### src/rtl/adam_periph_syscfg_multi.sv
// APB system-configuration block: per-target run/pause/stop/reset control,
// boot address and interrupt-enable registers, plus a broadcast command register.
module adam_periph_syscfg_multi #(
  parameter int unsigned           NO_TGTS       = 4,
  parameter int unsigned           DATA_WIDTH    = 32,
  parameter int unsigned           ADDR_WIDTH    = 32,
  parameter logic [NO_TGTS-1:0]    EN_BOOTSTRAP  = '0,
  parameter logic [ADDR_WIDTH-1:0] RST_BOOT_ADDR = '0,
  parameter int unsigned           TIMEOUT       = 1024
) (
  input  logic                          clk,
  input  logic                          rst_n,
  input  logic [ADDR_WIDTH-1:0]         paddr,
  input  logic                          psel,
  input  logic                          penable,
  input  logic                          pwrite,
  input  logic [DATA_WIDTH-1:0]         pwdata,
  input  logic [DATA_WIDTH/8-1:0]       pstrb,
  output logic                          pready,
  output logic [DATA_WIDTH-1:0]         prdata,
  output logic                          pslverr,
  input  logic [NO_TGTS*DATA_WIDTH-1:0] irq_vec,
  output logic [NO_TGTS-1:0]            tgt_rst,
  output logic [NO_TGTS-1:0]            tgt_pause_req,
  input  logic [NO_TGTS-1:0]            tgt_pause_ack,
  output logic [NO_TGTS*ADDR_WIDTH-1:0] tgt_boot_addr,
  output logic [NO_TGTS-1:0]            tgt_irq
);

  localparam int unsigned STRB_W = DATA_WIDTH / 8;
  localparam int unsigned ALIGN  = $clog2(STRB_W);
  localparam int unsigned CNT_W  = (TIMEOUT > 1) ? $clog2(TIMEOUT + 1) : 1;
  localparam int unsigned TGT_W  = (NO_TGTS > 1) ? $clog2(NO_TGTS) : 1;

  // Action codes share the state encoding so a pending action maps straight to a state.
  typedef enum logic [2:0] {
    ST_IDLE   = 3'd0,
    ST_RESUME = 3'd1,
    ST_PAUSE  = 3'd2,
    ST_STOP   = 3'd3,
    ST_RESET  = 3'd4
  } state_e;

  logic                  pready_q, pready_d;
  logic [DATA_WIDTH-1:0] prdata_q, prdata_d;
  logic                  pslverr_q, pslverr_d;

  logic [NO_TGTS-1:0]    rst_q, rst_d;
  logic [NO_TGTS-1:0]    req_q, req_d;
  logic [NO_TGTS-1:0]    paused_q, paused_d;
  logic [NO_TGTS-1:0]    stopped_q, stopped_d;
  logic [NO_TGTS-1:0]    timeout_q, timeout_d;

  state_e                state_q [NO_TGTS];
  state_e                state_d [NO_TGTS];
  logic [3:0]            pend_q  [NO_TGTS];
  logic [3:0]            pend_d  [NO_TGTS];
  logic [CNT_W-1:0]      cnt_q   [NO_TGTS];
  logic [CNT_W-1:0]      cnt_d   [NO_TGTS];
  logic [ADDR_WIDTH-1:0] bar_q   [NO_TGTS];
  logic [ADDR_WIDTH-1:0] bar_d   [NO_TGTS];
  logic [DATA_WIDTH-1:0] ier_q   [NO_TGTS];
  logic [DATA_WIDTH-1:0] ier_d   [NO_TGTS];

  logic [NO_TGTS-1:0]    busy_c;
  logic [ADDR_WIDTH-1:0] word_idx_c;
  logic                  idx_tgt_c;
  logic                  idx_bcr_c;
  logic [TGT_W-1:0]      sel_tgt_c;
  logic [1:0]            sel_reg_c;
  logic [3:0]            wr_code_c;
  logic                  code_bad_c;
  logic [NO_TGTS-1:0]    bcr_sel_c;

  function automatic logic [DATA_WIDTH-1:0] byte_merge(
    input logic [DATA_WIDTH-1:0] old_v,
    input logic [DATA_WIDTH-1:0] new_v,
    input logic [STRB_W-1:0]     strb
  );
    logic [DATA_WIDTH-1:0] res;
    res = old_v;
    for (int b = 0; b < STRB_W; b++) begin
      if (strb[b]) res[b*8 +: 8] = new_v[b*8 +: 8];
    end
    return res;
  endfunction

  // Address decode and write-payload fields.
  always_comb begin : decode
    word_idx_c = paddr >> ALIGN;
    idx_tgt_c  = word_idx_c < ADDR_WIDTH'(4 * NO_TGTS);
    idx_bcr_c  = word_idx_c == ADDR_WIDTH'(4 * NO_TGTS);
    sel_tgt_c  = word_idx_c[TGT_W+1:2];
    sel_reg_c  = word_idx_c[1:0];
    wr_code_c  = pwdata[3:0];
    code_bad_c = wr_code_c > 4'd4;
    bcr_sel_c  = pwdata[16 +: NO_TGTS];
  end

  always_comb begin : busy_calc
    for (int t = 0; t < NO_TGTS; t++) begin
      busy_c[t] = (state_q[t] != ST_IDLE) || (pend_q[t] != 4'd0);
    end
  end

  always_comb begin : next_state
    pready_d  = pready_q;
    prdata_d  = prdata_q;
    pslverr_d = pslverr_q;
    rst_d     = rst_q;
    req_d     = req_q;
    paused_d  = paused_q;
    stopped_d = stopped_q;
    timeout_d = timeout_q;
    for (int t = 0; t < NO_TGTS; t++) begin
      state_d[t] = state_q[t];
      pend_d[t]  = pend_q[t];
      cnt_d[t]   = cnt_q[t];
      bar_d[t]   = bar_q[t];
      ier_d[t]   = ier_q[t];
    end

    // Per-target control sequencing.
    for (int t = 0; t < NO_TGTS; t++) begin
      case (state_q[t])
        ST_IDLE: begin
          if (pend_q[t] != 4'd0) begin
            state_d[t] = state_e'(pend_q[t][2:0]);
            pend_d[t]  = 4'd0;
            cnt_d[t]   = '0;
          end
        end
        ST_RESUME: begin
          rst_d[t] = 1'b0;
          req_d[t] = 1'b0;
          if (!tgt_pause_ack[t]) begin
            paused_d[t]  = 1'b0;
            stopped_d[t] = 1'b0;
            state_d[t]   = ST_IDLE;
          end
        end
        ST_PAUSE, ST_STOP, ST_RESET: begin
          req_d[t] = 1'b1;
          if (tgt_pause_ack[t]) begin
            paused_d[t] = 1'b1;
            cnt_d[t]    = '0;
            if (state_q[t] != ST_PAUSE) begin
              rst_d[t]     = 1'b1;
              stopped_d[t] = 1'b1;
            end
            state_d[t] = (state_q[t] == ST_RESET) ? ST_RESUME : ST_IDLE;
          end else if (TIMEOUT != 0) begin
            if (cnt_q[t] == CNT_W'(TIMEOUT - 1)) begin
              timeout_d[t] = 1'b1;
              cnt_d[t]     = '0;
              state_d[t]   = ST_IDLE;
            end else begin
              cnt_d[t] = cnt_q[t] + CNT_W'(1);
            end
          end
        end
        default: state_d[t] = ST_IDLE;
      endcase
    end

    // APB: the response is computed when the setup phase is sampled.
    if (psel && penable && pready_q) begin
      pready_d  = 1'b0;
      prdata_d  = '0;
      pslverr_d = 1'b0;
    end else if (psel && !pready_q) begin
      pready_d  = 1'b1;
      prdata_d  = '0;
      pslverr_d = 1'b0;
      if (idx_bcr_c) begin
        if (pwrite) begin
          if (code_bad_c || ((bcr_sel_c & busy_c) != '0)) begin
            pslverr_d = 1'b1;
          end else begin
            for (int t = 0; t < NO_TGTS; t++) begin
              if (bcr_sel_c[t]) begin
                pend_d[t]    = wr_code_c;
                timeout_d[t] = 1'b0;
              end
            end
          end
        end else begin
          prdata_d = DATA_WIDTH'(busy_c);
        end
      end else if (idx_tgt_c) begin
        case (sel_reg_c)
          2'd0: begin
            if (pwrite) pslverr_d = 1'b1;
            else prdata_d = DATA_WIDTH'({timeout_q[sel_tgt_c], busy_c[sel_tgt_c],
                                         stopped_q[sel_tgt_c], paused_q[sel_tgt_c]});
          end
          2'd1: begin
            if (pwrite) begin
              if (pstrb[0]) begin
                if (code_bad_c || busy_c[sel_tgt_c]) begin
                  pslverr_d = 1'b1;
                end else begin
                  pend_d[sel_tgt_c]    = wr_code_c;
                  timeout_d[sel_tgt_c] = 1'b0;
                end
              end
            end else begin
              prdata_d = DATA_WIDTH'(pend_q[sel_tgt_c]);
            end
          end
          2'd2: begin
            if (pwrite) begin
              if (busy_c[sel_tgt_c]) pslverr_d = 1'b1;
              else bar_d[sel_tgt_c] = ADDR_WIDTH'(byte_merge(DATA_WIDTH'(bar_q[sel_tgt_c]),
                                                             pwdata, pstrb));
            end else begin
              prdata_d = DATA_WIDTH'(bar_q[sel_tgt_c]);
            end
          end
          default: begin
            if (pwrite) ier_d[sel_tgt_c] = byte_merge(ier_q[sel_tgt_c], pwdata, pstrb);
            else prdata_d = ier_q[sel_tgt_c];
          end
        endcase
      end else begin
        pslverr_d = 1'b1;
      end
    end
  end

  always_ff @(posedge clk or negedge rst_n) begin : regs
    if (!rst_n) begin
      pready_q  <= 1'b0;
      prdata_q  <= '0;
      pslverr_q <= 1'b0;
      rst_q     <= '1;
      req_q     <= '1;
      paused_q  <= '1;
      stopped_q <= '1;
      timeout_q <= '0;
      for (int t = 0; t < NO_TGTS; t++) begin
        state_q[t] <= EN_BOOTSTRAP[t] ? ST_RESUME : ST_IDLE;
        pend_q[t]  <= 4'd0;
        cnt_q[t]   <= '0;
        bar_q[t]   <= RST_BOOT_ADDR;
        ier_q[t]   <= '0;
      end
    end else begin
      pready_q  <= pready_d;
      prdata_q  <= prdata_d;
      pslverr_q <= pslverr_d;
      rst_q     <= rst_d;
      req_q     <= req_d;
      paused_q  <= paused_d;
      stopped_q <= stopped_d;
      timeout_q <= timeout_d;
      for (int t = 0; t < NO_TGTS; t++) begin
        state_q[t] <= state_d[t];
        pend_q[t]  <= pend_d[t];
        cnt_q[t]   <= cnt_d[t];
        bar_q[t]   <= bar_d[t];
        ier_q[t]   <= ier_d[t];
      end
    end
  end

  // Interrupt gating is combinational so irq_vec reaches tgt_irq in the same cycle.
  always_comb begin : outputs
    for (int t = 0; t < NO_TGTS; t++) begin
      tgt_irq[t]                          = |(ier_q[t] & irq_vec[t*DATA_WIDTH +: DATA_WIDTH]);
      tgt_boot_addr[t*ADDR_WIDTH +: ADDR_WIDTH] = bar_q[t];
    end
  end

  assign pready        = pready_q;
  assign prdata        = prdata_q;
  assign pslverr       = pslverr_q;
  assign tgt_rst       = rst_q;
  assign tgt_pause_req = req_q;

endmodule

### config.mk
export PLATFORM = sky130hd
export DESIGN_NAME = adam_periph_syscfg_multi
export DESIGN_NICKNAME = d
export VERILOG_FILES = /design/src/rtl/adam_periph_syscfg_multi.sv
export SDC_FILE = /design/constraint.sdc
export NUM_CORES = 1
export LEC_CHECK = 0
export ABC_AREA = 1
export ABC_CLOCK_PERIOD_IN_PS = 2100
export BUFFER_PORTS_ARGS = -buffer_cell sky130_fd_sc_hd__buf_2
export CAP_MARGIN = 0
export CORE_MARGIN = 2
export CORE_UTILIZATION = 30
export CTS_CLUSTER_DIAMETER = 80
export CTS_CLUSTER_SIZE = 8
export DETAILED_ROUTE_END_ITERATION = 8
export PLACE_DENSITY_LB_ADDON = 0.3
export SLEW_MARGIN = 5
export SYNTH_ARGS = -nofsm -noshare
export SYNTH_HDL_FRONTEND = slang
export SYNTH_SLANG_ARGS = --single-unit
### constraint.sdc
create_clock -name clk -period 2.1 [get_ports clk]
set_input_delay 0.21 -clock clk [delete_from_list [all_inputs] [get_ports clk]]
set_output_delay 0.21 -clock clk [all_outputs]
set_load 0.1 [all_outputs]
Word level (Yosys, flattened, before mapping) --
Index checks and enable logic that the tools add are counted.
Operators by class: reductions and logical operators 66, multiplexer cells 231, magnitude comparators 6, div/mod/pow operators 0, shift operators 0, bitwise operators 12, multipliers 0, add/sub/neg operators 4, equality and inequality tests 47
Operators by type and width (count):
- $mux 8 | 60
- $mux 32 | 11
- $bwmux 128 | 2
- $mux 16 | 10
- $mux 11 | 12
- $and 32x32->32 | 4
- $bmux 32 s2 | 2
- $reduce_or 32->1 | 4
- $mux 4 | 28
- $pmux 32 s3 | 1
- $pmux 11 s2 | 4
- $demux 32 s2 | 1
- $mux 1 | 55
- $mux 3 | 16
- $add 11x1->11 const B | 4
- $eq 11x10->1 const B | 4
- $pmux 3 s3 | 4
- $reduce_and 3->1 | 12
- $ne 2x2->1 const B | 16
- $pmux 1 s2 | 16
- $eq 30x5->1 const B | 1
- $lt 30x5->1 const B | 1
- $eq 3x2->1 const B | 8
- $reduce_bool 4->1 | 5
- other kinds (33) | 85
Storage, ports and cells: memory bits (writable) 0, word-level logic and storage cells 406, ROM bits 0, flip-flop bits (word level) 382, latch bits 0, input port bits 205, memories kept 0

Depth between registers and ports, before layout --
depth in word-level cells 14, depth in mapped cells 14

Worst setup path before layout --
Ideal clock, no wire load.
path type reg2reg, start point register pready_q, in the netlist pready, end point register ier_q[99] (netlist name), library setup time 0.130 ns, slack -0.097 ns, arrival 2.067 ns, required time 1.970 ns, stages on the path, launching flop included 10, path through dfrtp_1 inv_1 nand2_1 inv_1 nand2_1 nor3_4 nand2_4 buf_6 nand2_1 o21ai_2
On the way: longest elaborated chain between the ends 3, elaborated cells between the ends (all ways) 5
Ends and longest elaborated chain:
- start: declaration | line 44 | logic pready_q, pready_d;
- start signal: assignment | line 249 | pready_q <= pready_d;
- $logic_not 1->1 or $logic_and 1x1->1 (tied branches) | line 171, 167
- $logic_and 1x1->1 or $not 1->1 (tied branches)
- $reduce_and 6->1 (no line) *
- end signal: indexed assignment | line 262 | ier_q[t] <= ier_d[t];
- end: declaration | line 62 | logic [DATA_WIDTH-1:0] ier_q [NO_TGTS];
Mark *: on every way between the ends. The rest lies on a longest branch, timed or not. A chain may end at the register's enable or synchronous reset.

Worst setup path in the final report --
start point register ier_q[59] (netlist name), end point output tgt_irq[2]
On the way: longest elaborated chain between the ends 2
Ends and longest elaborated chain:
- $and 32x32->32 | line 270 | tgt_irq[t] = |(ier_q[t] & irq_vec[t*DATA_WIDTH +: DATA_WIDTH]);
- $reduce_or 32->1 | line 270
- end: declaration | line 27 | output logic [NO_TGTS-1:0] tgt_irq
Every way passes these cells.

==> metrics.md <==
| Metric | Value |
|---|---|
| Tightest hold margin | approximately 0.056 ns |
| Root buf cell | clkbuf_16 |
| CP Max Fanout | 3 |
| Routed Antenna Nets | 0 |
| # DRC | 0 |
| Ys Warns | 0 |
| Top cells by area, synth | dfrtp_1 48%, nand2_1 13%, o21ai_1 6.5% |
| Final period utilization | 113% |
| Port Buffer Count | 376 |
| Worst setup path class | reg2out |
| Worst skew pair latency | 0.63 ns |
| Unique masters post-synth | 44 |
| Post-Syn Area | 19000 um^2 |
| Pleak | about 12 nW |
| Fmax | 423 MHz |
| CTS tree | built |
| Reg clk slew, reported paths | 0.05 ns |
| Syn Inst Count | roughly 2.3k |
| Register bit total from synthesis | 382 |
| Max Slew Vio Count | 0 |
| Failing checks | negative setup slack |
| Final Instance Area | about 25000 um^2 |
| Final hold vios | 0 |
| Placeable core area | between 60000 and 70000 um^2 |
| Vias in the first global route | 18.5k |
| Slowest stage delay, CP | 0.39 ns |
| EDFF count, synth | 0 |
| Crit path DAT | 2.16 ns |
| Required @ worst endpoint | 1.89 ns |
| Final net count | 3009 |
| Post-synth ARST share | 100% |
| Hpwl dp | 58800 um |
| Num CTS Buffers | 54 |
| Initial core utilization | 30.2% |
| Max-Cap Viols | 0 |
| Syn-to-layout area delta | 30.5% |
| DR pass1 iterations | 6 |
| Worst Path Buf+Inv | 2 |
| GRT overflow | 0 |
| Cell Chain, Critical Path | a22o_1 -> nor4_4 -> buf_4 -> nand4_1 -> buf_12 |
| Synth area leader | dfrtp_1 |
| Fin crit period | 2.37 ns |
| Hold WC Path Type | in2reg |
| VDD IR max | 608 uV |
| Pin count of the biggest net entering global routing | 100 |
| Worst setup margin | -0.265 ns |
| CTS H-tree lvls | 2 |
| Vias per Instance | a little over 5 |
| TNS Setup | -0.787 ns |
| Seq/Total Area, Yosys | 50.5% |
| Relative slew margins | 52.5% |
| Worst-Margin Slew | 0.711 ns |
| Worst Skew | just under 0.06 ns |
| CP Capture Type | output pin |
| PnR Total Power | 17.1 mW |
| Critical path's top delay family | simple AND/OR/NAND/NOR gates |
| Final setup violation count | 4 |
| Fillers | 6402 |
| CTS Buffer Depth | 3 |
| Yosys top cell area share | 48.2% |
| Die area | 65300 um^2 |
| IO Pins | about 380 |
| Setup repair after global routing missed its margin | true |
| Syn Nets | 2520 |
| DR WL/cell | 21.7 um |
| WL final | 79500 um |
| Ys flop type | dfrtp_1 |
| Routability cong. | 0.931 |
| Pwr/cell area | 690 nW/um^2 |
| Most frequent cells after synthesis | 661 x nand2_1, 366 x dfrtp_1, 247 x o21ai_1 |
| Avg Cell Area, Syn | just over 8 um^2 |
| Overall die height | between 200 and 300 um |
| GRT Total Usage | 23.2% |
| CTS sink cnt | roughly 380 |
| Most common cell in the netlist | nand2_1 |
| Worst setup SP type | flop |
| Worst path slowest cell | dfrtp_1 |
| Die Width | between 200 and 300 um |
| Vias | 18.9k |
| Drt initial violations | a little over 2k |
| Area after DPL | ~23000 um^2 |
| Initial antenna violation count | 2 |
| First-pass GRT wire length | approximately 120000 um |
| Site row count | 92 |
| Status | complete, but fails checks |
| Layout cell share with drive strength beyond 1 | between 20% and 30% |
state kept, by name, summed over array words and instances, names as in the netlist, 12 cells and up:
signal / count
prdata: 32
state_q: 12
cnt_q: 44
tgt_boot_addr: 128
ier_q: 128
pend_q: 16
layer usage:
layer  up-vias  GRT usage [%]  wire length [um]
met5         -              0                12
met3       132           5.30              6270
li1       8859              -                 -
met1      9200           29.2             32100
met4         2           8.32              2700
met2       753           38.9             38400
logic make-up after synthesis:
group / share of synthesized area (%)
AND/OR/NAND/NOR: 21.6
AO/OA/AOI/OAI: 20.4
flip-flops: 50.5
buffers and inverters: 6.70
adder cells (fa/ha/maj): 0.527
XOR/XNOR: 0.277
stage by stage:
stage / std cells / setup slack (ns) / utilization (%)
2_1_floorplan: 2307 / 0.0683 / -
3_3_place_gp: 3557 / 0.0603 / 36.0
3_5_place_dp: 3557 / 0.0445 / 36.0
4_1_cts: 3646 / -0.239 / 38.9
5_1_grt: 3658 / -0.296 / 39.4
6_report: 3660 / -0.265 / 39.4
tightest hold or removal path, delay by kind of cell:
kind	cells	cell delay, ns
AO/OA/AOI/OAI	2	0.23
buffers and inverters	2	0.16
AND/OR/NAND/NOR	1	0.04
final timing paths:
kind | startpoint | to | slack [ns] | depth (start not counted)
hold reg to reg | cnt_q[43]$_DFFE_PN0P_ | cnt_q[43]$_DFFE_PN0P_ | 0.46 | 1
setup / recovery | ier_q[59]$_DFFE_PN0P_ | tgt_irq[2] | -0.27 | 5
setup reg to reg | pend_q[12]$_DFF_PN0_ | tgt_boot_addr[7]$_DFFE_PN0P_ | 0.10 | 12
min in group asynchronous | rst_n | cnt_q[40]$_DFFE_PN0P_ | 0.11 | 2
hold / removal | pwdata[20] | tgt_boot_addr[52]$_DFFE_PN0P_ | 0.06 | 5
max in group asynchronous | rst_n | tgt_boot_addr[32]$_DFFE_PN0P_ | 1.05 | 3
layout make-up:
class	instances	area, um^2	share of cell area, %
clock inverter	4	95.1	0.384
antenna	2	5.00	0.0202
timing repair buffer	539	3610	14.6
clock buffer	68	1410	5.71
inverter	175	659	2.66
tap	846	1060	4.27
sequential	382	9590	38.7
multi-input combinational	1644	8350	33.7
report_power, final:
| part | internal (mW) | switching (mW) | leakage (nW) | total [mW] |
|---|---|---|---|---|
| logic | 0.457 | 1.14 | 6.32 | 1.59 |
| clock network | 4.77 | 3.32 | 0.729 | 8.09 |
| registers | 7.40 | 0.0154 | 5.23 | 7.42 |
| total | 12.6 | 4.47 | 12.3 | 17.1 |
layout by cell type, fill, tap and decap left out, types with 9 or more instances in the layout:
master and instances:
buf_12 27, nand3_1 90, o21ai_2 10, o22ai_1 21
nand4_1 31, a21oi_1 125, nand2_2 9, o21ai_0 47
nor2_2 9, o31ai_1 28, nor2_1 125, a221oi_1 11
o21ai_1 248, nand2_1 654, clkbuf_16 58, a22o_1 24
nor3_1 21, dfstp_2 16, clkbuf_1 13, inv_1 169
buf_4 122, a221oi_2 13, dlygate4sd3_1 10, buf_2 371
a22oi_1 100, dfrtp_1 358, nor2_4 9
what timing repair did:
| item | 4_1_cts | 5_1_grt |
|---|---|---|
| hold endpoints to repair | 244 | 0 |
| setup endpoints to repair | 4 | 153 |
| hold buffers | 10 | 0 |
| gates resized for setup | 32 | 35 |
| setup buffers | 7 | 6 |
| cloned | 0 | 6 |
| pin swaps | 9 | 8 |
Note: power is estimated with default switching activity, not from simulation.
